`config.mk`:
```
export PLATFORM = sky130hd
export DESIGN_NAME = alu_cmd_issuer
export DESIGN_NICKNAME = d
export VERILOG_FILES = /design/src/rtl/alu_cmd_issuer.sv
export SDC_FILE = /design/constraint.sdc
export NUM_CORES = 1
export LEC_CHECK = 0
export CAP_MARGIN = 20
export CORE_ASPECT_RATIO = 1.25
export CORE_MARGIN = 2
export CORE_UTILIZATION = 39
export CTS_CLUSTER_DIAMETER = 60
export DETAILED_ROUTE_END_ITERATION = 12
export HOLD_SLACK_MARGIN = 0.1
export SYNTH_ARGS = -nofsm -noshare
export SYNTH_HDL_FRONTEND = slang
export SYNTH_SLANG_ARGS = --single-unit
```
`constraint.sdc`:
```
create_clock -name clk -period 2.6 [get_ports clk]
set_input_delay 0.52 -clock clk [delete_from_list [all_inputs] [get_ports clk]]
set_output_delay 0.52 -clock clk [all_outputs]
set_load 0.03 [all_outputs]
```
`src/rtl/alu_cmd_issuer.sv`:
```
// Command issuer for the 32-bit combinational ALU. It owns a small register file, drives the
// ALU operands for one command at a time and writes the result back.
module alu_cmd_issuer #(
  parameter int WIDTH = 32,
  parameter int NREGS = 8,
  parameter int AW    = 3
) (
  input  logic             clk,
  input  logic             reset,
  input  logic             cmd_valid,
  output logic             cmd_ready,
  input  logic [3:0]       cmd_op,
  input  logic [AW-1:0]    cmd_ra,
  input  logic [AW-1:0]    cmd_rb,
  input  logic [AW-1:0]    cmd_rd,
  input  logic             ld_en,
  input  logic [AW-1:0]    ld_addr,
  input  logic [WIDTH-1:0] ld_data,
  input  logic [AW-1:0]    rd_addr,
  output logic [WIDTH-1:0] rd_data,
  output logic [WIDTH-1:0] alu_a,
  output logic [WIDTH-1:0] alu_b,
  output logic [3:0]       alu_op,
  input  logic [WIDTH-1:0] alu_result,
  input  logic             alu_zero,
  input  logic             alu_carry,
  input  logic             alu_overflow,
  output logic             done,
  output logic [WIDTH-1:0] done_data,
  output logic [2:0]       flags,
  output logic             err
);

  localparam logic [1:0] IDLE = 2'd0;
  localparam logic [1:0] EXEC = 2'd1;
  localparam logic [1:0] WB   = 2'd2;

  localparam logic [1:0] CLS_ALU   = 2'd0;
  localparam logic [1:0] CLS_NOOP  = 2'd1;
  localparam logic [1:0] CLS_CLEAR = 2'd2;
  localparam logic [1:0] CLS_ILL   = 2'd3;

  // Sorts an opcode into how its completion is handled.
  function automatic logic [1:0] op_class(input logic [3:0] op);
    case (op)
      4'b0011, 4'b0101, 4'b0110, 4'b1000,
      4'b1100, 4'b1101, 4'b1110: op_class = CLS_ALU;
      4'b0000:                   op_class = CLS_NOOP;
      4'b0001:                   op_class = CLS_CLEAR;
      default:                   op_class = CLS_ILL;
    endcase
  endfunction

  logic [1:0]       state;
  logic [WIDTH-1:0] rf [NREGS];
  logic [AW-1:0]    rd_p0;
  logic [3:0]       op_p0;

  assign cmd_ready = (state == IDLE);
  assign rd_data   = rf[rd_addr];

  always_ff @(posedge clk or negedge reset) begin
    if (!reset) begin
      state     <= IDLE;
      for (int i = 0; i < NREGS; i++) rf[i] <= '0;
      rd_p0     <= '0;
      op_p0     <= '0;
      alu_a     <= '0;
      alu_b     <= '0;
      alu_op    <= '0;
      done      <= 1'b0;
      done_data <= '0;
      flags     <= '0;
      err       <= 1'b0;
    end else begin
      case (state)
        // IDLE: host loads and command acceptance; operands read the pre-load contents.
        IDLE: begin
          done <= 1'b0;
          if (ld_en) rf[ld_addr] <= ld_data;
          if (cmd_valid) begin
            alu_a  <= rf[cmd_ra];
            alu_b  <= rf[cmd_rb];
            alu_op <= cmd_op;
            rd_p0  <= cmd_rd;
            op_p0  <= cmd_op;
            state  <= EXEC;
          end
        end
        // EXEC -> WB: capture the ALU outputs and write back; a load in this same
        // IDLE-accept cycle has already landed, so this write wins on a shared address.
        EXEC: begin
          alu_op <= '0;
          done   <= 1'b1;
          state  <= WB;
          case (op_class(op_p0))
            CLS_ALU: begin
              rf[rd_p0] <= alu_result;
              done_data <= alu_result;
              flags     <= {alu_zero, alu_carry, alu_overflow};
              err       <= 1'b0;
            end
            CLS_NOOP: begin
              done_data <= rf[rd_p0];
              err       <= 1'b0;
            end
            CLS_CLEAR: begin
              rf[rd_p0] <= '0;
              done_data <= '0;
              flags     <= 3'b100;
              err       <= 1'b0;
            end
            default: begin
              done_data <= '0;
              err       <= 1'b1;
            end
          endcase
        end
        WB: begin
          done  <= 1'b0;
          state <= IDLE;
        end
        default: begin
          done  <= 1'b0;
          state <= IDLE;
        end
      endcase
    end
  end

endmodule

```
Word level (Yosys, flattened, before mapping)

Memory sizes are Yosys's and may differ from the RTL's.
Index checks and enable logic that the tools add are counted.

Reduce and logical (&&, ||, !) cells: 11
Bitwise operators: 7
Muxes and demuxes: 30
Eq/ne operators: 6
Magnitude comparators: 7

Operators by type and width:

| kind                                                                         | count |
|---|---|
| 256-bit one-hot mux with 2 select lines                                      | 2 |
| 256-bit bitwise mux                                                          | 2 |
| 32-bit binary-select mux with 3-bit select                                   | 4 |
| 32-bit 2-to-1 mux                                                            | 10 |
| 256-bit AND                                                                  | 1 |
| 256-bit 2-to-1 mux                                                           | 1 |
| 256-bit inverter                                                             | 1 |
| 32-bit demux with 3-bit select                                               | 2 |
| 32-bit one-hot mux with 2 select lines                                       | 1 |
| 4-bit >= comparator, second input constant                                   | 5 |
| 3-bit inverter with 4-bit output                                             | 5 |
| 4-bit by 1-bit less-than comparator with 1-bit output, second input constant | 2 |
| 4-bit one-hot mux with 2 select lines                                        | 1 |
| 3-bit one-hot mux with 2 select lines                                        | 1 |
| 2-bit AND reduction                                                          | 3 |
| 2-bit by 1-bit equality test with 1-bit output, second input constant        | 2 |
| 2-bit logical NOT                                                            | 2 |
| 2-bit 2-to-1 mux                                                             | 2 |
| 4-bit 2-to-1 mux                                                             | 1 |
| 2-bit one-hot mux with 2 select lines                                        | 1 |
| 2-bit nonzero test                                                           | 2 |
| 3-bit inequality test, second input constant                                 | 1 |
| 3-bit AND reduction                                                          | 1 |
| 3-bit OR reduction                                                           | 1 |
| 5 further kinds                                                              | 7 |

Input port bits: 90
ROM bits: 32
Register bits after elaboration: 370
Word-level logic and storage cells: 80
Output and inout port bits: 138
Memories kept: 1

Memories:

| name             | depth | bits a word | read ports | clocked after memory_dff | write ports | RTL line | source |
|---|---|---|---|---|---|---|---|
| (name not given) | 16    | 2           | 1          | 0                        | 0           | 45       | `case (op)` |

Depth between registers and ports, before layout

Gate-level depths: netlist of run 1.

Word-level depth: 9
Depth in mapped cells: 8
Mapped depth without buffers: 6

Least setup slack after synthesis of run 1

Ideal clock, no wire load.

Path type: input to output
Start point: in rd_addr[0]
End point: out rd_data[0]
Data arrival time: 2,080 ps
Required time: 2,080 ps
Path slack: 0 ps
Stages: 4
Buffers on the path: 2
Path through: clkbuf_1 -> buf_2 -> mux4_2 -> mux2_2

Word-level cells in the longest chain between the ends: 4

Ends and longest elaborated chain:

| element                                                | RTL line | source |
|---|---|---|
| start, declared                                        | 19       | `input logic [AW-1:0] rd_addr,` |
| 3-bit inverter with 4-bit output (implied by the code) | 60       | `assign rd_data = rf[rd_addr];` |
| 32-bit binary-select mux with 3-bit select             | 60       |  |
| 32-bit 2-to-1 mux (implied by the code) (2 in a row)   | 60       |  |
| end, declared                                          | 20       | `output logic [WIDTH-1:0] rd_data,` |

Every way passes these cells. The select of a mux whose other input is x is not followed.

Final worst setup path of run 1

Start point: reg rf[187] (netlist bit)
End point: out rd_data[27]

Word-level cells in the longest chain between the ends: 3

Ends and longest elaborated chain:

| element                                              | RTL line | source |
|---|---|---|
| start, declared                                      | 55       | `logic [WIDTH-1:0] rf [NREGS];` |
| start signal, assigned by index                      | 80       | `if (ld_en) rf[ld_addr] <= ld_data;` |
| start signal, assigned by index                      | 98       | `rf[rd_p0] <= alu_result;` |
| 32-bit binary-select mux with 3-bit select           | 60       |  |
| 32-bit 2-to-1 mux (implied by the code) (2 in a row) | 60       |  |

Every way passes these cells. The select of a mux whose other input is x is not followed.

==> results of run 1 <==
-- power by group --
| group | switching (W) | internal (W) |
|---|---|---|
| clock | 0.00278 | 0.00421 |
| combinational | 0.00579 | 0.00470 |
| sequential | 0.00163 | 0.00713 |
-- per-stage QoR --
step,instance area (um2),utilization (%),power [W]
after floorplan,23520,-,0.01453
after global placement,27660,46.45,0.01887
after detailed placement,27680,46.47,0.01908
after CTS,29310,49.21,0.02612
after global routing,29330,49.25,0.02712
final,29330,49.25,0.02623
-- cell type report --
class,instances,area [um2],area share (%)
clock buffers,55,1202,4.099
clock inverters,26,412.9,1.408
inverters,10,37.54,0.1280
multi-input cells,1414,13300,45.36
flip-flops and latches,370,9274,31.62
well taps,765,957.2,3.263
repair buffers,389,4143,14.12
-- repair_timing --
action,4_1_cts,5_1_grt
resized for setup,1,9
endpoints found under the hold margin,34,0
hold buffers,1,0
setup endpoints to repair,21,5
-- worst paths after layout --
path                            slack, ps  depth (start not counted)               endpoint                  from
worst max-delay path                   30                          3            rd_data[27]   rf[187]$_DFFE_PN0P_
worst min-delay path                  420                          2  alu_op[3]$_DFFE_PN0P_                 reset
worst max register to register         70                          8    rf[206]$_DFFE_PN0P_  op_p0[0]$_DFFE_PN0P_
worst min register to register        470                          2   flags[2]$_DFFE_PN0P_  flags[2]$_DFFE_PN0P_
max in group asynchronous            1390                          3    rf[229]$_DFFE_PN0P_                 reset
min in group clk                      470                          2   flags[2]$_DFFE_PN0P_  flags[2]$_DFFE_PN0P_
-- cells by family after synthesis --
| group | count (synthesis) |
|---|---|
| multiplexers | 380 |
| AO/OA/AOI/OAI | 735 |
| buffers and inverters | 245 |
| AND/OR/NAND/NOR | 297 |
| adder cells (fa/ha/maj) | 2 |
| flip-flops | 370 |
-- synthesized netlist by cell type, types with 2 or more instances --
master / n / share of area, %
a311oi_1: 4 / 0.15
dfrtp_1: 370 / 39
ha_1: 2 / 0.11
or3_1: 2 / 0.053
nor2b_1: 4 / 0.11
o22a_1: 10 / 0.37
nand4_1: 4 / 0.11
o211ai_1: 7 / 0.22
o22ai_2: 6 / 0.32
nand2b_1: 11 / 0.29
buf_1: 21 / 0.34
o22ai_1: 270 / 7.2
and3_1: 2 / 0.053
o21ai_0: 17 / 0.36
o21a_1: 9 / 0.29
a211oi_1: 2 / 0.064
and2_1: 7 / 0.19
nand3b_1: 4 / 0.13
nand2_1: 145 / 2.3
nand3_1: 11 / 0.23
a31oi_1: 3 / 0.080
mux2i_1: 103 / 4.4
nor3b_1: 2 / 0.064
clkbuf_1: 132 / 2.1
nor2_1: 84 / 1.3
a21oi_1: 77 / 1.6
a2bb2oi_1: 12 / 0.45
mux4_2: 209 / 20
inv_1: 10 / 0.16
mux2_2: 68 / 3.3
o31ai_1: 4 / 0.13
or2_2: 5 / 0.13
o221ai_1: 38 / 1.4
nor3_1: 10 / 0.21
nand4bb_1: 2 / 0.096
buf_2: 82 / 1.7
a32oi_1: 4 / 0.15
a22o_1: 260 / 9.7
-- per-layer routing --
metal	GRT usage (%)	part of all wire (%)	up-vias
li1	-	-	8644
met1	40.68	36	10990
met2	51.47	47	1763
met3	7.781	11	424
met4	19.38	6.6	0
met5	0	0	-
-- cells in the final DEF, fill, tap and decap left out, drive strengths merged, types with 3 or more instances in the layout --
master and n:
mux2i 103, clkinv 13, o221ai 38, a311oi 4, a21oi 77, mux4 209
nand3b 4, nor2 84, or2 5, o22ai 276, nor2b 4, a22o 260
a32oi 4, inv 13, nand2 145, clkdlybuf4s50 184, bufinv 9, buf 203
o22a 10, a31oi 3, o21a 9, o21ai 18, o211ai 7, nor3 11
mux2 68, dfrtp 370, clkbuf 55, nand2b 11, a2bb2oi 12, nand3 11
o31ai 4, and2 7, nand4 4
-- state kept, by name (all words and copies together) (netlist names) --
name,cells
flags,3
err,1
alu_a,32
done,1
alu_op,4
rd_p0,3
op_p0,4
alu_b,32
done_data,32
rf,256
state,2
==> flow_metrics.py, run 1 <==
metrics = {
    "die": {
        "core-area_mm2": 0.05956,
        "die_area_mm2": 0.06229,
        "die_h_um": 278.5,
        "die_w_um": 223.6,
        "ioPinCount": 228,
        "core.rowCount": 100,
        "start_util_pct": 39.49,
    },
    "setup_path": {
        "slowest_stage": "mux4_2",
        "critPathArrivalTime_ps": 2050,
        "crit_path_max_fanout": 5,
        "end_kind": "primary output",
        "crit_path_max_incr_delay_ps": 500,
        "cp.buffers_inverters": 1,
        "crit_path_cell_trace": "mux4_2 > mux2_2 > buf_4",
        "worst_ep_required_time_ps": 2080,
        "start_kind": "flip-flop",
        "path_class": "flip-flop to primary output",
        "crit_family": "multiplexers",
    },
    "grt": {
        "grt_max_degree": 73,
        "antenna_found_initial": 0,
        "gr-total-overflow": 0,
        "grt_pass1_vias": 22100,
        "grtUsageTotal_pct": 32.57,
        "grt_pass1_wl_mm": 149.9,
    },
    "sta": {
        "finalHoldViolCount": 0,
        "fin_ws_ps": 27.00,
        "tightest_slew_ps": 913.0,
        "max_clock_freq_ghz": 0.3887,
        "holdWs_ps": 416.1,
        "min_period_ps": 2573,
        "rsz0062_at_grt": "no",
        "min_period_over_period_pct": 98.96,
        "setup_viol": 0,
        "setup_tns_ps": 0,
        "maxSlewHeadroom_pct": 39.14,
        "drv_slew": 0,
        "fin_worst_skew_ps": 27.62,
    },
    "synthesis": {
        "ys_ff_latch": 370,
        "yosysUniqueCellTypes": 54,
        "synth.cell_area_mm2": 0.02352,
        "ys.flop_type": "dfrtp_1",
        "synthMuxAreaShare_pct": 27.66,
        "synthSimpleGateAreaFrac_pct": 5.486,
        "syn_area_per_cell_um2": 11.59,
        "ys.warnings.count": 0,
        "synthCells": 2029,
        "ys_async_sr_fraction_pct": 100.0,
        "ys_seq_area_share_pct": 39.37,
        "synth_xor_area_share_pct": 0,
        "synth_fp_nets": 2121,
        "synth_compound_gate_area_share_pct": 23.03,
        "synth_edf_count": 0,
        "synth_fa_ha_area_share_pct": 0.1064,
        "synth_top_family_by_area": "multiplexers",
    },
    "placement": {
        "placed_cells_incl_taps": 2947,
        "place.port_buffers": 227,
        "dp_slack_ps": -153.3,
        "gp_congestion": 0.9493,
        "dp_hpwl_mm": 67.38,
    },
    "power": {
        "p_leak_nw": 12.17,
        "peakVddDrop_uv": 638.9,
        "power_density_mw_per_mm2": 894.4,
    },
    "finish": {
        "drive_above_1_share_pct": 26.02,
        "fin_cells": 3029,
        "num_antenna_cells": 0,
        "nets": 2321,
        "fillerInstances": 5244,
        "syn_to_final_growth_pct": 24.72,
    },
    "clock_tree": {
        "insertion_delay_ps": 620,
        "numCtsBuffers": 44,
        "clkTransAtPathRegs_ps": 70,
        "clock_sinks": 370,
        "clockBufferDepth": 3,
        "clockRootBuffer": "clkbuf_16",
        "cts_setup_buffers": 0,
        "htree_levels": 2,
        "tritoncts": "built",
    },
    "route": {
        "drt_first_pass_iters": 6,
        "first_iter_violations": 2786,
        "routed_wl_mm": 102.2,
        "antenna_left": 0,
        "drc": 0,
        "route.vias.total": 21820,
        "avgViaCountPerCell": 7.203,
        "detail_route.wl_per_cell_um": 33.74,
    },
    "worst_hold_path": {
        "hold_path_class": "primary input to asynchronous set/reset pin",
    },
    "run_status": {
        "outcome": "completed",
    },
    "job": {
        "maxCapViolCount": 0,
    },
}
(Power assumes the default switching activity.)
==> run 2: changes to the inputs <==
HOLD_SLACK_MARGIN = default   (was 0.1)
REMOVE_ABC_BUFFERS = 1   (was default)
==> run 2 against run 1 <==
Compared with the run above:
- the run now ends with setup timing left
- sequential cell count is the same
- setup slack worse by 32 ps
- power is 0.41% lower
- clock skew decreased by 7.8 ps
- critical path depth stayed put
- first-iteration DRC count shrank 1.5%
- critical path type unchanged
- largest cell class unchanged
==> flow_metrics.py, run 2 (same netlist as run 1, synthesis figures left out) <==
metrics = {
    "sta": {
        "min_period_ps": 2605,
        "rsz0062_at_grt": "yes",
        "fin_worst_skew_ps": 19.84,
        "max_clock_freq_ghz": 0.3839,
        "fin_ws_ps": -4.512,
        "maxSlewHeadroom_pct": 35.78,
        "tightest_slew_ps": 963.3,
        "holdWs_ps": 474.8,
        "drv_slew": 0,
        "setup_tns_ps": -4.512,
        "min_period_over_period_pct": 100.2,
        "setup_viol": 1,
        "finalHoldViolCount": 0,
    },
    "worst_hold_path": {
        "hold_path_class": "flip-flop to flip-flop",
        "worstHoldPathCells": 2,
    },
    "finish": {
        "mostFrequentLayoutCells": "dfrtp_1, o22ai_1, a22o_1",
        "final_util_pct": 49.03,
        "top_register": "rf",
        "postLayoutCellArea_mm2": 0.02920,
        "fillerInstances": 5267,
        "num_antenna_cells": 0,
        "syn_to_final_growth_pct": 24.18,
        "layout_commonest_cell": "dfrtp_1",
        "drive_above_1_share_pct": 25.17,
        "nets": 2303,
        "largest_reg_flops": 256,
    },
    "grt": {
        "antenna_found_initial": 0,
        "gr-total-overflow": 0,
        "grt_pass1_vias": 21970,
        "grt_max_degree": 69,
        "grtUsageTotal_pct": 32.50,
        "grt_pass1_wl_mm": 148.8,
    },
    "clock_tree": {
        "tritoncts": "built",
        "clockBufferDepth": 3,
        "htree_levels": 2,
        "cts-resized-gates": 0,
        "clockRootBuffer": "clkbuf_16",
        "insertion_delay_ps": 600,
        "numCtsBuffers": 44,
        "cts_setup_buffers": 0,
        "clkTransAtPathRegs_ps": 70,
        "clock_sinks": 370,
    },
    "die": {
        "core-area_mm2": 0.05956,
        "die_h_um": 278.5,
        "ioPinCount": 228,
        "die_w_um": 223.6,
        "die_area_mm2": 0.06229,
        "core.rowCount": 100,
        "start_util_pct": 39.49,
    },
    "setup_path": {
        "critPathArrivalTime_ps": 2080,
        "end_kind": "primary output",
        "ff2ff_setup_slack_ps": 80,
        "path_class": "flip-flop to primary output",
        "crit_path_max_fanout": 5,
        "start_kind": "flip-flop",
        "rr_worst_depth": 9,
        "worst_ep_required_time_ps": 2080,
    },
    "placement": {
        "placed_area_mm2": 0.02758,
        "dp_hpwl_mm": 62.35,
        "place.port_buffers": 227,
        "gp_congestion": 0.8887,
    },
    "route": {
        "antenna_left": 0,
        "routed_wl_mm": 102.6,
        "avgViaCountPerCell": 7.219,
        "drc": 0,
        "first_iter_violations": 2744,
        "detail_route.wl_per_cell_um": 34.10,
        "drt_first_pass_iters": 7,
        "route.vias.total": 21730,
    },
    "run_status": {
        "outcome": "finished with violations",
        "failed_checks": "setup timing",
    },
    "power": {
        "total_power_w": 0.02612,
        "peakVddDrop_uv": 517.9,
        "power_density_mw_per_mm2": 894.6,
        "p_leak_nw": 12.08,
    },
    "job": {
        "maxCapViolCount": 0,
    },
}
run 2: cell types whose count changed in the layout (fill, tap and decap cells not counted), moves of 3 or more:
cell      change
buf_4        -18
clkinv_2      -6
dfrtp_1       +3
dfrtp_2       -3
inv_6         +3
mux2_2        +4
mux2_4        -4
run 2: what timing repair did:
item / 4_1_cts / 5_1_grt
endpoints found under the hold margin: 49 / 0
hold buffers: 1 / 0
setup endpoints to repair: 0 / 4
run 2: path summary, 6_finish.rpt:
| check | startpoint | to |
|---|---|---|
| setup / recovery | rf[158]$_DFFE_PN0P_ | rd_data[30] |
| hold / removal | flags[1]$_DFFE_PN0P_ | flags[1]$_DFFE_PN0P_ |
| setup reg to reg | op_p0[1]$_DFFE_PN0P_ | rf[61]$_DFFE_PN0P_ |
| hold reg to reg | flags[1]$_DFFE_PN0P_ | flags[1]$_DFFE_PN0P_ |
| max in group asynchronous | reset | alu_a[8]$_DFFE_PN0P_ |
| min in group asynchronous | reset | alu_a[11]$_DFFE_PN0P_ |
run 2: critical path, stage by stage, from the launching register on:
cell,delay [ps]
dfrtp_1,480
mux4_2,510
mux2_2,320
buf_4,180
run 2: through the flow:
stage | cells | setup slack (ps)
floorplan | 1794 | -1463
global placement | 2929 | -48.67
detailed placement | 2929 | -51.22
CTS | 3010 | 18.78
global route | 3010 | -23.18
finish | 3010 | -4.512
run 2: power by group:
group          leakage [nW]  switching, W  internal, W
clock network         0.790       0.00280      0.00418
logic                  6.37       0.00567      0.00467
registers              4.92       0.00169      0.00712
total                  12.1        0.0102       0.0160
run 2: final cells by class:
class	count	area [um2]	share of cell area [%]
multi-input cells	1414	13310	45.56
flip-flops and latches	370	9270	31.75
repair buffers	371	4019	13.76
clock buffers	59	1270	4.349
well taps	765	957.2	3.278
clock inverters	21	342.8	1.174
inverters	10	37.54	0.1285
run 2: metal layers:
layer	share of wire [%]	track usage, %	up-vias
li1	-	-	8629
met1	37	41.75	11010
met2	45	50.23	1750
met3	13	10.44	341
met4	4.6	14.56	0
met5	0	0	-
